===== src/rtl/sha2_pkg.sv =====
// ============================================================================
// Module      : sha2_pkg
// Description : Shared SHA-2 types, round count and the message-schedule
//               sigma functions.
// Revision    : 1.0 - initial release
// ============================================================================
`default_nettype none

package sha2_pkg;

    typedef logic [31:0]  word_t;
    typedef logic [511:0] block_t;
    typedef word_t [15:0] window_t;

    localparam int SCHED_ROUNDS = 64;

    function automatic word_t sigma0(input word_t x);
        return {x[6:0], x[31:7]} ^ {x[17:0], x[31:18]} ^ (x >> 3);
    endfunction

    function automatic word_t sigma1(input word_t x);
        return {x[16:0], x[31:17]} ^ {x[18:0], x[31:19]} ^ (x >> 10);
    endfunction

    // Element 0 of the window holds W0, which sits in the top bits of the block.
    function automatic window_t block_to_window(input block_t b);
        window_t w;
        w = '0;
        for (int i = 0; i < 16; i++) begin
            w[i] = b[511 - 32*i -: 32];
        end
        return w;
    endfunction

endpackage

`default_nettype wire


===== src/rtl/msg_sched_expand.sv =====
// ============================================================================
// Module      : msg_sched_expand
// Description : Combinational next-word computation for the SHA-256 message
//               schedule from the current 16-word window.
// Revision    : 1.0 - initial release
// ============================================================================
`default_nettype none

module msg_sched_expand
    import sha2_pkg::*;
(
    input  window_t window_i,
    output word_t   next_word_o
);

    assign next_word_o = sigma1(window_i[14]) + window_i[9]
                       + sigma0(window_i[1])  + window_i[0];

endmodule

`default_nettype wire


===== src/rtl/sha256_msg_schedule.sv =====
// ============================================================================
// Module      : sha256_msg_schedule
// Description : SHA-256 message schedule; accepts 512-bit blocks and streams
//               W0..W63 with index and last-of-message flag.
//               Build option MSG_SCHED_PIPELINE_EN adds a one-block holding
//               register so consecutive blocks stream without a bubble.
// Revision    : 1.0 - initial release
// ============================================================================
`default_nettype none

module sha256_msg_schedule
    import sha2_pkg::*;
(
    input  logic         clk,
    input  logic         nrst,
    input  logic [511:0] data_in,
    input  logic         data_in_valid,
    output logic         data_in_ready,
    input  logic         data_in_last,
    output logic [31:0]  data_out,
    output logic [5:0]   data_out_index,
    output logic         data_out_valid,
    input  logic         data_out_ready,
    output logic         data_out_last
);

    localparam logic [0:0] ST_IDLE = 1'b0;
    localparam logic [0:0] ST_EMIT = 1'b1;
    localparam logic [5:0] T_LAST  = 6'(SCHED_ROUNDS - 1);

    logic [0:0] state_q, state_d;
    logic [5:0] t_q, t_d;
    window_t    window_q, window_d;
    logic       last_q, last_d;
    word_t      next_word;

    logic       out_hs;
    logic       in_hs;
    logic       block_end;

`ifdef MSG_SCHED_PIPELINE_EN
    logic       hold_valid_q, hold_valid_d;
    block_t     hold_data_q, hold_data_d;
    logic       hold_last_q, hold_last_d;

    assign data_in_ready = nrst && !hold_valid_q;
`else
    assign data_in_ready = nrst && (state_q == ST_IDLE);
`endif

    assign out_hs    = (state_q == ST_EMIT) && data_out_ready;
    assign in_hs     = data_in_valid && data_in_ready;
    assign block_end = out_hs && (t_q == T_LAST);

    msg_sched_expand u_expand (
        .window_i    (window_q),
        .next_word_o (next_word)
    );

    always_comb begin
        state_d  = state_q;
        t_d      = t_q;
        window_d = window_q;
        last_d   = last_q;
`ifdef MSG_SCHED_PIPELINE_EN
        hold_valid_d = hold_valid_q;
        hold_data_d  = hold_data_q;
        hold_last_d  = hold_last_q;
`endif
        case (state_q)
            ST_IDLE: begin
                if (in_hs) begin
                    window_d = block_to_window(data_in);
                    last_d   = data_in_last;
                    t_d      = '0;
                    state_d  = ST_EMIT;
                end
            end
            ST_EMIT: begin
                if (out_hs) begin
                    window_d = {next_word, window_q[15:1]};
                    t_d      = t_q + 6'd1;
                end
                if (block_end) begin
`ifdef MSG_SCHED_PIPELINE_EN
                    // A waiting block takes over the window on the final
                    // handshake so its W0 follows W63 directly.
                    if (hold_valid_q) begin
                        window_d     = block_to_window(hold_data_q);
                        last_d       = hold_last_q;
                        t_d          = '0;
                        hold_valid_d = 1'b0;
                    end else if (in_hs) begin
                        window_d = block_to_window(data_in);
                        last_d   = data_in_last;
                        t_d      = '0;
                    end else begin
                        state_d = ST_IDLE;
                    end
`else
                    state_d = ST_IDLE;
`endif
                end
`ifdef MSG_SCHED_PIPELINE_EN
                else if (in_hs) begin
                    hold_data_d  = data_in;
                    hold_last_d  = data_in_last;
                    hold_valid_d = 1'b1;
                end
`endif
            end
            default: state_d = ST_IDLE;
        endcase
    end

    always_ff @(posedge clk or negedge nrst) begin
        if (!nrst) begin
            state_q  <= ST_IDLE;
            t_q      <= '0;
            window_q <= '0;
            last_q   <= 1'b0;
        end else begin
            state_q  <= state_d;
            t_q      <= t_d;
            window_q <= window_d;
            last_q   <= last_d;
        end
    end

`ifdef MSG_SCHED_PIPELINE_EN
    always_ff @(posedge clk or negedge nrst) begin
        if (!nrst) begin
            hold_valid_q <= 1'b0;
            hold_data_q  <= '0;
            hold_last_q  <= 1'b0;
        end else begin
            hold_valid_q <= hold_valid_d;
            hold_data_q  <= hold_data_d;
            hold_last_q  <= hold_last_d;
        end
    end
`endif

    assign data_out       = window_q[0];
    assign data_out_index = t_q;
    assign data_out_valid = (state_q == ST_EMIT);
    assign data_out_last  = (state_q == ST_EMIT) && last_q && (t_q == T_LAST);

endmodule

`default_nettype wire


===== config.mk =====
export PLATFORM = sky130hd
export DESIGN_NAME = sha256_msg_schedule
export DESIGN_NICKNAME = d
export VERILOG_FILES = /design/src/rtl/sha2_pkg.sv /design/src/rtl/msg_sched_expand.sv /design/src/rtl/sha256_msg_schedule.sv
export SDC_FILE = /design/constraint.sdc
export NUM_CORES = 1
export LEC_CHECK = 0
export CELL_PAD_IN_SITES_DETAIL_PLACEMENT = 0
export CELL_PAD_IN_SITES_GLOBAL_PLACEMENT = 1
export CORE_MARGIN = 2
export CORE_UTILIZATION = 41
export DETAILED_ROUTE_END_ITERATION = 12
export PLACE_DENSITY = 0.88
export SLEW_MARGIN = 5
export SYNTH_ARGS = -nofsm -noshare
export SYNTH_HDL_FRONTEND = slang
export SYNTH_HIERARCHICAL = 1
export SYNTH_SLANG_ARGS = --single-unit

===== constraint.sdc =====
create_clock -name clk -period 5 [get_ports clk]
set_input_delay 1 -clock clk [delete_from_list [all_inputs] [get_ports clk]]
set_output_delay 1 -clock clk [all_outputs]
set_load 0.03 [all_outputs]

* After elaboration in Yosys (flattened, before gate mapping)
Index checks and enable logic that the tools add are counted.
** Operators by class
- Add/sub/neg operators :: 4
- Equal/unequal tests :: 3
- Multiplexer cells :: 9
- Bitwise operators :: 5
- Reduce and logical (&&, ||, !) cells :: 8
** Operators by type and width (count)
- two-way mux 512 bit :: 2
- one-hot mux 512 bit (2 select lines) :: 1
- adder 32 bit :: 3
- bitwise XOR 32 bit :: 2
- bitwise XOR 32 x 22 -> 32 bit :: 1
- bitwise XOR 32 x 29 -> 32 bit :: 1
- two-way mux 6 bit :: 2
- one-hot mux 6 bit (2 select lines) :: 1
- adder 6 x 1 -> 6 bit, second input constant :: 1
- equality test 6 bit, second input constant :: 1
- logical AND 1 bit :: 6
- AND reduction 2 bit :: 2
- two-way mux 1 bit :: 2
- != test 2 x 1 -> 1 bit, second input constant :: 1
- != test 2 bit, second input constant :: 1
- one-hot mux 1 bit (2 select lines) :: 1
- NOT 1 bit :: 1
** Word-level totals
- Register bits :: 520
- Word-level logic and storage cells :: 48

* Depth between registers and ports, before layout
- Depth in word-level cells :: 7
- Depth in mapped cells :: 17
- Depth with buffers taken out :: 17

* Cells and area by module
The synthesis kept the hierarchy.
** By module, submodules not included
- sha256_msg_schedule :: times used 1, cells each 2351, area an instance 24736.2 µm², seq. area each 13012.5 µm²
- msg_sched_expand :: times used 1, cells each 533, area an instance 4436.8 µm², seq. area each 0.0 µm²

* Worst setup path before layout
No wires, ideal clock.
- Kind :: reg-to-reg
- From :: reg window_q[36] (netlist bit)
- To :: reg window_q[501] (netlist bit)
- Library setup time :: 0.123 ns
- Arrival time :: 3.775 ns
- Slack :: 1.102 ns
- Stages on the path, launching flop included :: 17
- Path buffers :: 0
- Period minus slack after synthesis :: 3.898 ns
- Cell sequence :: dfrtp_1 -> xor2_1 -> xnor2_1 -> fa_1 -> fa_1 -> inv_1 -> ha_1 -> fa_1 -> a21oi_2 -> o21ai_2 -> a221oi_4 -> o31ai_4 -> a31oi_1 -> o21bai_1 -> xor2_1 -> mux2i_1 -> o21ai_1
** On the way
- Word-level cells in the longest chain between the ends :: 6
** Ends and longest elaborated chain
- start, declared :: line sha256_msg_schedule.sv:33 : window_t window_q, window_d;
- start signal, assigned :: line sha256_msg_schedule.sv:125 : window_q <= window_d;
- bitwise XOR 32 bit :: line sha2_pkg.sv:18 : return {x[6:0], x[31:7]} ^ {x[17:0], x[31:18]} ^ (x >> 3);
- bitwise XOR 32 x 29 -> 32 bit * :: line sha2_pkg.sv:18
- adder 32 bit * (2 in series) :: line msg_sched_expand.sv:17 : + sigma0(window_i[1]) + window_i[0];
- via next_word[21] :: line sha256_msg_schedule.sv:35 : word_t next_word;
- two-way mux 512 bit * :: line sha256_msg_schedule.sv:80 : if (out_hs) begin
- one-hot mux 512 bit (2 select lines) * :: line sha256_msg_schedule.sv:70 : case (state_q)
The timed path passes the listed nets; every way through them passes the cells marked *. The select of a mux whose other input is x is not followed.
A chain may end at the register's enable or synchronous reset.

* Worst setup path after layout
Ends and elaborated chain as after synthesis.

==> results.toml <==
[logic_synthesis]
yosysSeqAreaShare_pct = 44.6
yosysUniqueCellTypes = 59
async_flop_share_pct = 100
synth-seq-cells = 520
synth_top_cells_by_area = "dfrtp_1 (45%), mux2i_1 (18%), nand3_1 (9.0%), o21ai_1 (8.0%), fa_1 (4.3%)"
syn-num-nets = 3495
ys.flop_type = "dfrtp_1"
yosys.area.top_type = "dfrtp_1"
syn_inst = 2884
synth_edf_count = 0
yosys.area.top_type_share_pct = 44.6
netlist_top_cells_count = "nand3_1 (527), dfrtp_1 (520), mux2i_1 (512), o21ai_1 (464), inv_1 (117)"
synth.most_common_cell = "nand3_1"
synth_area_um2 = 29200
ys_warn_count = 6
avgSynthCellArea_um2 = 10.1

[clock_tree]
cts_root_buf = "clkbuf_16"
cts_sinks = 520
path_clk_slew_ns = 0.07
clock_latency_ns = 0.64
cts_buffers = 58
clockBufferDepth = 3
ctsResizeCount = 0
cts_tree = "done"
htree_levels = 2
cts_setup_buffers = 0
cts_hold_buf = 0

[worst_setup_path]
setup.worst_path.end_class = "flop"
cp.arrival_ns = 4.84
path_class = "reg2reg"
critical_path_required_ns = 5.50
critPathLaunchType = "flop"
rrSetupSlack_ns = 0.66
startpoint = "window_q[36]"
critPathMaxFanout = 5
r2r-start = "window_q[36]"

[floorplanning]
die_w_um = 271
core_um2 = 70300
num_rows = 97
ios = 558
fp.dieArea_um2 = 73300
die_h_um = 271
initial_utilization_pct = 41.5

[placed_design]
gp_congestion = 0.916
dp_hpwl_mm = 80.3
io_buffers = 557

[sta]
slew_headroom_pct = 13.2
timing.final.crit_share_pct = 86.7
drv_slew = 0
layout_min_cycle_time_ns = 4.34
clock.fmax_mhz = 231
rsz0062_at_grt = "no"
finalSetupViolCount = 0
hold_viol_final = 0
holdWs_ns = 0.291
setup_tns_ns = 0
tightest_slew_ns = 1.30
clock_skew_ns = 0.0248

[hold_path]
min_path_type = "in2async"

[routing]
drt_iter0_drc = 2250
viasPerCell = 5.65
ant_nets = 0
vias = 24100
first_pass_iters = 6
drc = 0
wl_mm = 109
routedWlPerCell_um = 25.7

[global_route]
grt_pass1_vias = 23800
antenna_found_initial = 18
grt_use_total_pct = 29.2
grt_first_pass_wirelength_mm = 159
grt_max_degree = 225
grt-ovfl-total = 0

[finish]
drive_above_1_share_pct = 4.56
syn_to_final_growth_pct = 26.8
finish.net_count = 3870

[outcome]
status = "finished, final reports clean"

[run]
drv_cap = 0
[worst max-delay path, cell delays in order (launching register included)]
cell and delay, ns:
dfrtp_1 0.46, xor2_1 0.20, xnor2_1 0.23, fa_1 0.47, fa_1 0.49, inv_1 0.04, ha_1 0.20, fa_1 0.42
a21oi_2 0.19, o21ai_2 0.11, a221oi_4 0.45, o31ai_4 0.16, a31oi_1 0.28, o21bai_1 0.11, xor2_1 0.15, mux2i_1 0.14
o21ai_1 0.07
[layer usage]
layer  global-route usage (%)  vias up  part of all wire (%)
li1                         -    10900                     -
met1                     38.9    12000                    42
met2                     46.3      936                    47
met3                     6.75      185                   7.7
met4                     10.9       12                   4.0
met5                        0        -                 0.079
[logic make-up (layout without fill, tap and decap cells)]
kind of cell	count (synthesis)	after routing	share of synthesized area [%]
other cells	0	11	0
compound gates	613	613	11.3
mux	514	514	17.6
simple gates	609	609	10.4
buf+inv	389	813	6.01
fa+ha+maj	94	94	5.63
flops	520	520	44.6
xor+xnor	145	145	4.38
[cell type report]
class,instances,area (um^2)
Antenna cell,11,27.5
Clock inverter,26,293
Clock buffer,83,1690
Inverter,118,443
Multi-Input combinational cell,1975,14400
Timing Repair Buffer,586,5940
Sequential cell,520,13000
Fill cell,6329,33300
Tap cell,940,1180
[final timing paths]
check	endpoint	depth (start not counted)
max in group asynchronous	window_q[334]	3
min in group clk	window_q[492]	2
max	window_q[501]	16
max reg2reg	window_q[501]	16
min reg2reg	window_q[492]	2
min	window_q[92]	1
[metrics by stage]
| stage | std cells | area, um^2 | worst slack (ns) | util [%] |
|---|---|---|---|---|
| 6_report | 4259 | 37000 | 0.664 | 52.6 |
| 2_1_floorplan | 2884 | 29200 | 1.10 | - |
| 3_3_place_gp | 4139 | 35000 | 0.765 | 49.8 |
| 4_1_cts | 4248 | 37000 | 0.666 | 52.6 |
| 5_1_grt | 4257 | 37000 | 0.438 | 52.6 |
| 3_5_place_dp | 4139 | 35000 | 0.691 | 49.8 |
[state kept, by name (all words and copies together) (netlist names)]
register,count
data_out_valid,1
window_q,480
data_out_index,6
data_out,32
last_q,1
[layout by cell type, fill, tap and decap left out, types with 18 or more instances in the layout]
cell,n
a21oi_1,24
buf_4,18
clkbuf_16,59
clkdlybuf4s50_1,556
dfrtp_1,519
fa_1,62
ha_1,32
inv_1,117
mux2i_1,512
nand2_1,30
nand3_1,527
nor2_1,24
o21ai_0,61
o21ai_1,464
xnor2_1,74
xor2_1,70
Power is not shown: default switching activity piles up to over one toggle a cycle in this logic, so the estimate is an artifact.
